===== src/rtl/branch_resolver.sv =====
// Execute-stage branch resolution: captures a decoded branch, evaluates its condition on
// forwarded operands, redirects the PC / squashes wrong-path work, and keeps branch statistics.
module branch_resolver #(
    parameter int XLEN  = 32,
    parameter int CNT_W = 16
) (
    input  logic             clk,
    input  logic             rst_n,
    input  logic             id_valid,
    input  logic             id_is_branch,
    input  logic [5:0]       id_opcode,
    input  logic [XLEN-1:0]  id_pc,
    input  logic [XLEN-1:0]  id_imm,
    input  logic [XLEN-1:0]  id_rs_val,
    input  logic [XLEN-1:0]  id_rt_val,
    input  logic             stall,
    input  logic             cnt_clr,
    output logic             redirect_valid,
    output logic [XLEN-1:0]  redirect_pc,
    output logic             flush_if,
    output logic             flush_id,
    output logic [CNT_W-1:0] branch_count,
    output logic [CNT_W-1:0] taken_count
);

    localparam logic [5:0] OP_BEQ = 6'b000100;
    localparam logic [5:0] OP_BNE = 6'b000101;
    localparam logic [5:0] OP_BLT = 6'b000110;
    localparam logic [5:0] OP_BGE = 6'b000111;
    localparam logic [5:0] OP_BLE = 6'b001010;
    localparam logic [5:0] OP_BGT = 6'b001011;

    logic            ex_valid;
    logic [5:0]      ex_opcode;
    logic [XLEN-1:0] ex_pc;
    logic [XLEN-1:0] ex_imm;
    logic [XLEN-1:0] ex_rs;
    logic [XLEN-1:0] ex_rt;

    logic            legal;
    logic            cond;
    logic            taken;
    logic            resolve;
    logic [XLEN-1:0] target;

    always_comb begin
        legal = 1'b1;
        cond  = 1'b0;
        case (ex_opcode)
            OP_BEQ:  cond = (ex_rs == ex_rt);
            OP_BNE:  cond = (ex_rs != ex_rt);
            OP_BLT:  cond = ($signed(ex_rs) <  $signed(ex_rt));
            OP_BGE:  cond = ($signed(ex_rs) >= $signed(ex_rt));
            OP_BLE:  cond = ($signed(ex_rs) <= $signed(ex_rt));
            OP_BGT:  cond = ($signed(ex_rs) >  $signed(ex_rt));
            default: legal = 1'b0;
        endcase
    end

    assign taken   = ex_valid & legal & cond;
    assign resolve = ex_valid & legal & ~stall;
    // Word offset relative to the next sequential PC; overflow wraps silently.
    assign target  = ex_pc + XLEN'(4) + (ex_imm << 2);

    assign redirect_valid = resolve & taken;
    assign flush_if       = resolve & taken;
    assign flush_id       = resolve & taken;
    assign redirect_pc    = ex_valid ? target : '0;

    // A branch seen in decode while a redirect fires is wrong-path and never enters EX.
    always_ff @(posedge clk or negedge rst_n) begin
        if (!rst_n) begin
            ex_valid  <= 1'b0;
            ex_opcode <= '0;
            ex_pc     <= '0;
            ex_imm    <= '0;
            ex_rs     <= '0;
            ex_rt     <= '0;
        end else if (!stall) begin
            ex_valid  <= id_valid & id_is_branch & ~redirect_valid;
            ex_opcode <= id_opcode;
            ex_pc     <= id_pc;
            ex_imm    <= id_imm;
            ex_rs     <= id_rs_val;
            ex_rt     <= id_rt_val;
        end
    end

    always_ff @(posedge clk or negedge rst_n) begin
        if (!rst_n) begin
            branch_count <= '0;
            taken_count  <= '0;
        end else if (cnt_clr) begin
            branch_count <= '0;
            taken_count  <= '0;
        end else if (resolve) begin
            if (branch_count != '1)
                branch_count <= branch_count + CNT_W'(1);
            if (taken && (taken_count != '1))
                taken_count <= taken_count + CNT_W'(1);
        end
    end

endmodule

===== config.mk =====
export PLATFORM = sky130hd
export DESIGN_NAME = branch_resolver
export DESIGN_NICKNAME = d
export VERILOG_FILES = /design/src/rtl/branch_resolver.sv
export SDC_FILE = /design/constraint.sdc
export NUM_CORES = 1
export LEC_CHECK = 0
export CAP_MARGIN = 10
export CORE_UTILIZATION = 25
export CTS_CLUSTER_SIZE = 28
export DETAILED_ROUTE_END_ITERATION = 6
export HOLD_SLACK_MARGIN = 0.06
export MAX_ROUTING_LAYER = met4
export PLACE_DENSITY_LB_ADDON = 0.1
export SYNTH_ARGS = -nofsm -noshare
export SYNTH_HDL_FRONTEND = slang
export SYNTH_SLANG_ARGS = --single-unit

===== constraint.sdc =====
create_clock -name clk -period 5.15 [get_ports clk]
set_clock_uncertainty 0.05 [all_clocks]
set_input_delay 0.7725 -clock clk [delete_from_list [all_inputs] [get_ports clk]]
set_output_delay 0.7725 -clock clk [all_outputs]
set_load 0.05 [all_outputs]

# == Yosys cells after proc, flatten, opt, wreduce, memory -nomap -nowiden ==
# Cells that the tools add are included.
# word_totals
romBits,0
wordCells,50
memories,0
ram_bits,0
regBits,165
latchBits,0
out_inout_bits,67
# op_classes
mul,0
reduce_logical,7
eq_ne,10
n_lt_le_gt_ge,4
add_sub_neg,4
mux,9
n_shift,0
bitwise_logic,8
n_div,0
# ops
operator,n
2-to-1 mux 16 bit,6
adder 16 x 1 -> 16 bit (second input constant),2
adder 32 x 3 -> 32 bit (second input constant),1
adder 32 bit,1
equality test 32 bit,1
>= comparator 32 bit,1
> comparator 32 bit,1
less-or-equal comparator 32 bit,1
less-than comparator 32 bit,1
2-to-1 mux 32 bit,1
inequality test 16 bit (second input constant),2
inequality test 32 bit,1
equality test 6 x 3 -> 1 bit (second input constant),4
equality test 6 x 4 -> 1 bit (second input constant),2
AND 1 bit,6
case mux 1 bit (6 select lines),1
nonzero test 2 bit,3
OR reduction 6 bit,1
AND reduction 2 bit,2
inverter 1 bit,2
logical AND 1 bit,1
2-to-1 mux 1 bit,1

# == Longest topological paths before layout ==
# depth
depth_word,9
depth_mapped,15

# == Worst setup path before layout ==
# OpenSTA, ideal clock, no wires.
# synth_timing
path_type,register -> output
from,register ex_pc[7]
to,output port redirect_pc[20]
path_buffers,0
path_stages_with_launch,10
arrival_time_ps,3313
path_slack_ps,1014
path_cell_list,dfrtp_1 -> ha_1 -> ha_1 -> and3_1 -> a2111oi_4 -> o22ai_1 -> a21oi_2 -> o311a_1 -> nor2_1 -> nor3_1
# synth_via
elab_chain_cells,3
# synth_rtl
item,line,rtl
from (decl),35,logic [XLEN-1:0] ex_pc;
from (signal assigned),82,ex_pc <= id_pc;
adder 32 x 3 -> 32 bit,63,assign target = ex_pc + XLEN'(4) + (ex_imm << 2);
adder 32 bit,63,
2-to-1 mux 32 bit,68,assign redirect_pc = ex_valid ? target : '0;
to (decl),19,"output logic [XLEN-1:0] redirect_pc,"
# No other way between the ends.

# == Worst setup path after layout ==
# layout_timing
from,register ex_pc[6]
to,output port redirect_pc[28]
# Same word-level chain as after synthesis.

==> summary.txt <==
Clock network
  • Worst-case clock buffer depth: 2
  • Clock tree from TritonCTS: built
  • Inserted Clock Buffers: 17
  • Post-CTS repair timing setup buffer count: 0
  • Clock insertion delay at the later pin of the skew report: 0.44 ns
  • Clock-pin slew on the worst setup and hold paths: 0.07 ns
  • Clock root cell: sky130_fd_sc_hd__clkbuf_16
  • CTS Sinks: 165
  • Hold bufs inserted after CTS: 0
  • H-Tree Level Count: 4

Timing
  • Number of setup violations in the final report: 0
  • Max-slew headroom at the worst pin: 31.50%
  • Final worst path period need: 4.837 ns
  • Hold violation total from the final report: 0
  • Final clock period utilization by the worst path: 93.91%
  • Max Slew Vio Count: 0
  • Peak Freq: 0.2068 GHz
  • Unrepaired setup endpoints after global routing: false
  • Summed negative setup slack over all endpoints: 0 ns
  • Slew at the pin closest to its max-slew limit: 0.9989 ns

Pwr
  • Power per cell area: 307.4 mW/mm^2
  • Leakage power figure: 5.494 nW
  • IR Drop Worst-Case VDD: 208.8 uV

Global routing
  • Overflow after GRT: 0
  • First-pass GRT wire length: 39890 um
  • Overall fraction of global-route tracks in use: 13.91%
  • Maximum number of pins on one net before global-route repair: 87
  • Initial antenna violation count: 2
  • Via count of the first global-routing pass: 7246

Drt
  • Routed wirelength normalized by instance count: 16.24 um
  • Drc violations: 0
  • Total Routed Length: 24640 um
  • Detailed-route via count: 6779
  • Drt first pass iters: 4
  • Routed length on met1: 11880 um
  • Number of vias per cell: 4.469
  • Antenna violation net count after detailed routing: 0
  • Met2 Routed Length: 11400 um
  • Starting DRT DRC Count: 174
  • Max Used Layer: met4
  • Met3 wire len: 1128 um

Synthesis
  • Dominant synthesized flop cell: sky130_fd_sc_hd__dfrtp_1
  • Yosys synthesis warning count: 0
  • Main combinational cell family by area after synthesis: multiplexers
  • Post-synth top area cell: sky130_fd_sc_hd__dfrtp_1
  • Count of flip-flops with a built-in enable after synthesis: 0
  • Portion of netlist area occupied by mux cells: 16.59%
  • Synth top area cells: sky130_fd_sc_hd__dfrtp_1, sky130_fd_sc_hd__mux2_2, sky130_fd_sc_hd__ha_1
  • Compound-Gate Fraction of Synth Area: 8.895%
  • Share of Yosys cell area claimed by the top area cell type: 44.14%
  • Combined area of all synthesized cells: 0.009354 sq mm
  • Average cell area after synthesis: 11.23 sq um
  • Synthesized flop and latch total: 165
  • Synthesized-area fraction occupied by adder cells: 12.39%
  • Number of nets produced by synthesis: 1065
  • Number of instances in the synthesized netlist: 833
  • Seq/Total Area, Yosys: 44.14%
  • Distinct cell type count of the synthesized netlist: 66
  • Post-Synth Simple-Gate Area: 10.50%
  • Share of async-settable or async-resettable flops after synthesis: 100.0%
  • Synth Area in XOR/XNOR: 4.307%

Critical path
  • Worst endpoint data arrival time: 4.01 ns
  • Worst setup path class: register to output port
  • Critical Path Start Type: register
  • CP Data Required Time: 4.33 ns
  • Maximum fanout along the worst path: 5
  • Category of the worst setup path capture point: output port

Status
  • Status: completed

Placement
  • Half-perimeter wire length of the detailed placement result: 18170 um
  • Placed Instances: 1483
  • Routability congestion estimate: 0.7567
  • Post-place instance area: 0.01192 sq mm
  • Number of I/O port buffers: 204

Finish
  • Share of final-layout standard cells stronger than drive strength 1: 17.48%
  • Most common cell after layout, fill and taps aside: sky130_fd_sc_hd__clkdlybuf4s50_1
  • Filler instances: 3725
  • Area growth from synthesis to layout: 33.63%
  • Most frequent cells in the layout: sky130_fd_sc_hd__clkdlybuf4s50_1, sky130_fd_sc_hd__dfrtp_1, sky130_fd_sc_hd__mux2_2, sky130_fd_sc_hd__ha_1, sky130_fd_sc_hd__nor2_1
  • Post-layout util: 34.06%
  • Post-layout instance count excluding filler cells: 1517
  • Net count of the finished layout: 1266
  • Finished Cell Area: 0.01250 sq mm

Floorplan
  • Floorplan die area: 0.03819 sq mm
  • Die H: 195.4 um
  • Die boundary width: 195.4 um
  • IO Count: 207
  • Starting utilization of the core area: 25.49%
  • FP Rows: 70
  • Total core area: 0.03670 sq mm

Job
  • Maximum capacitance violations: 0

Hold path
  • Class of the tightest hold or removal check: input pin to async pin
==> cell families after synthesis <==
family          count (synthesis)
mux                           138
xor+xnor                       46
buf+inv                        76
simple gates                  193
compound gates                123
fa+ha+maj                      92
flops                         165
==> layer usage <==
layer  up-vias  track usage [%]
li1       3386                -
met1      3250            17.77
met2       129            21.67
met3        14            3.938
met4         0            3.237
met5         -                -
==> stage by stage <==
stage          worst slack [ns]  hold slack [ns]  total power, mW
2_1_floorplan             1.014           0.4213            2.246
3_3_place_gp             0.4992           0.4316            2.636
3_5_place_dp             0.4942           0.4381            2.639
4_1_cts                 0.02825           0.3589            3.944
5_1_grt                 0.01601           0.4019            4.116
6_report                 0.3134           0.3268            3.842
==> path summary, 6_finish.rpt <==
kind                                        from                     endpoint  slack [ns]  depth (start not counted)
hold / removal                             rst_n       ex_imm[11]$_DFFE_PN0N_        0.33                          1
min in group clk            ex_pc[1]$_DFFE_PN0N_         ex_pc[1]$_DFFE_PN0N_        0.45                          1
hold reg to reg             ex_pc[1]$_DFFE_PN0N_         ex_pc[1]$_DFFE_PN0N_        0.45                          1
setup / recovery            ex_pc[6]$_DFFE_PN0N_              redirect_pc[28]        0.31                         10
max in group asynchronous                  rst_n        ex_rs[18]$_DFFE_PN0N_        3.77                          2
setup reg to reg           ex_rs[21]$_DFFE_PN0N_  taken_count[13]$_DFFE_PN0P_        1.56                         10
==> timing repair <==
item	CTS	global route
endpoints found under the setup margin	1	8
gates resized for setup	1	8
cloned	0	0
==> critical path, cell delays in order, from the launching register on <==
cell and delay (ns):
sky130_fd_sc_hd__dfrtp_1 0.38, sky130_fd_sc_hd__ha_1 0.30, sky130_fd_sc_hd__ha_1 0.36, sky130_fd_sc_hd__and3_1 0.22, sky130_fd_sc_hd__a2111oi_4 0.42, sky130_fd_sc_hd__o22ai_1 0.23
sky130_fd_sc_hd__a41o_1 0.32, sky130_fd_sc_hd__o41ai_2 0.28, sky130_fd_sc_hd__xor2_1 0.10, sky130_fd_sc_hd__nor2_1 0.09, sky130_fd_sc_hd__clkdlybuf4s50_1 0.86
==> synthesized netlist by cell type, types with 7 or more instances <==
cell type and n:
sky130_fd_sc_hd__a211oi_1 7, sky130_fd_sc_hd__nand2_1 32, sky130_fd_sc_hd__o21a_1 7, sky130_fd_sc_hd__mux2_2 133
sky130_fd_sc_hd__o211ai_1 10, sky130_fd_sc_hd__a21oi_1 34, sky130_fd_sc_hd__clkbuf_1 22, sky130_fd_sc_hd__ha_1 91
sky130_fd_sc_hd__dfrtp_1 165, sky130_fd_sc_hd__inv_1 48, sky130_fd_sc_hd__nor2b_1 7, sky130_fd_sc_hd__xor2_1 33
sky130_fd_sc_hd__nor2_1 66, sky130_fd_sc_hd__xnor2_1 13, sky130_fd_sc_hd__and2_1 9, sky130_fd_sc_hd__nand3_1 15
sky130_fd_sc_hd__a21o_1 7, sky130_fd_sc_hd__nor3_1 8, sky130_fd_sc_hd__nand4_1 20, sky130_fd_sc_hd__and3_1 16
sky130_fd_sc_hd__o21ai_0 22
==> power by group <==
group	switching, mW	internal, mW
Clock	0.581	0.669
Combinational	0.617	0.518
Sequential	0.0578	1.40
Total	1.26	2.59
==> layout make-up <==
type | instances | area, sq um | share of cell area (%)
clock inverters | 10 | 87.58 | 0.7007
inverters | 49 | 183.9 | 1.471
diodes | 2 | 5.005 | 0.04004
multi-input cells | 592 | 4927 | 39.42
flip-flops and latches | 165 | 4129 | 33.03
clock buffers | 22 | 474.2 | 3.794
repair buffers | 209 | 2107 | 16.86
well taps | 468 | 585.6 | 4.685
==> state kept, by name, summed over array words and instances (netlist names) <==
signal	cells
branch_count	16
ex_imm	30
ex_opcode	6
ex_pc	32
ex_rs	32
ex_rt	32
ex_valid	1
taken_count	16
(Power assumes the default switching activity.)
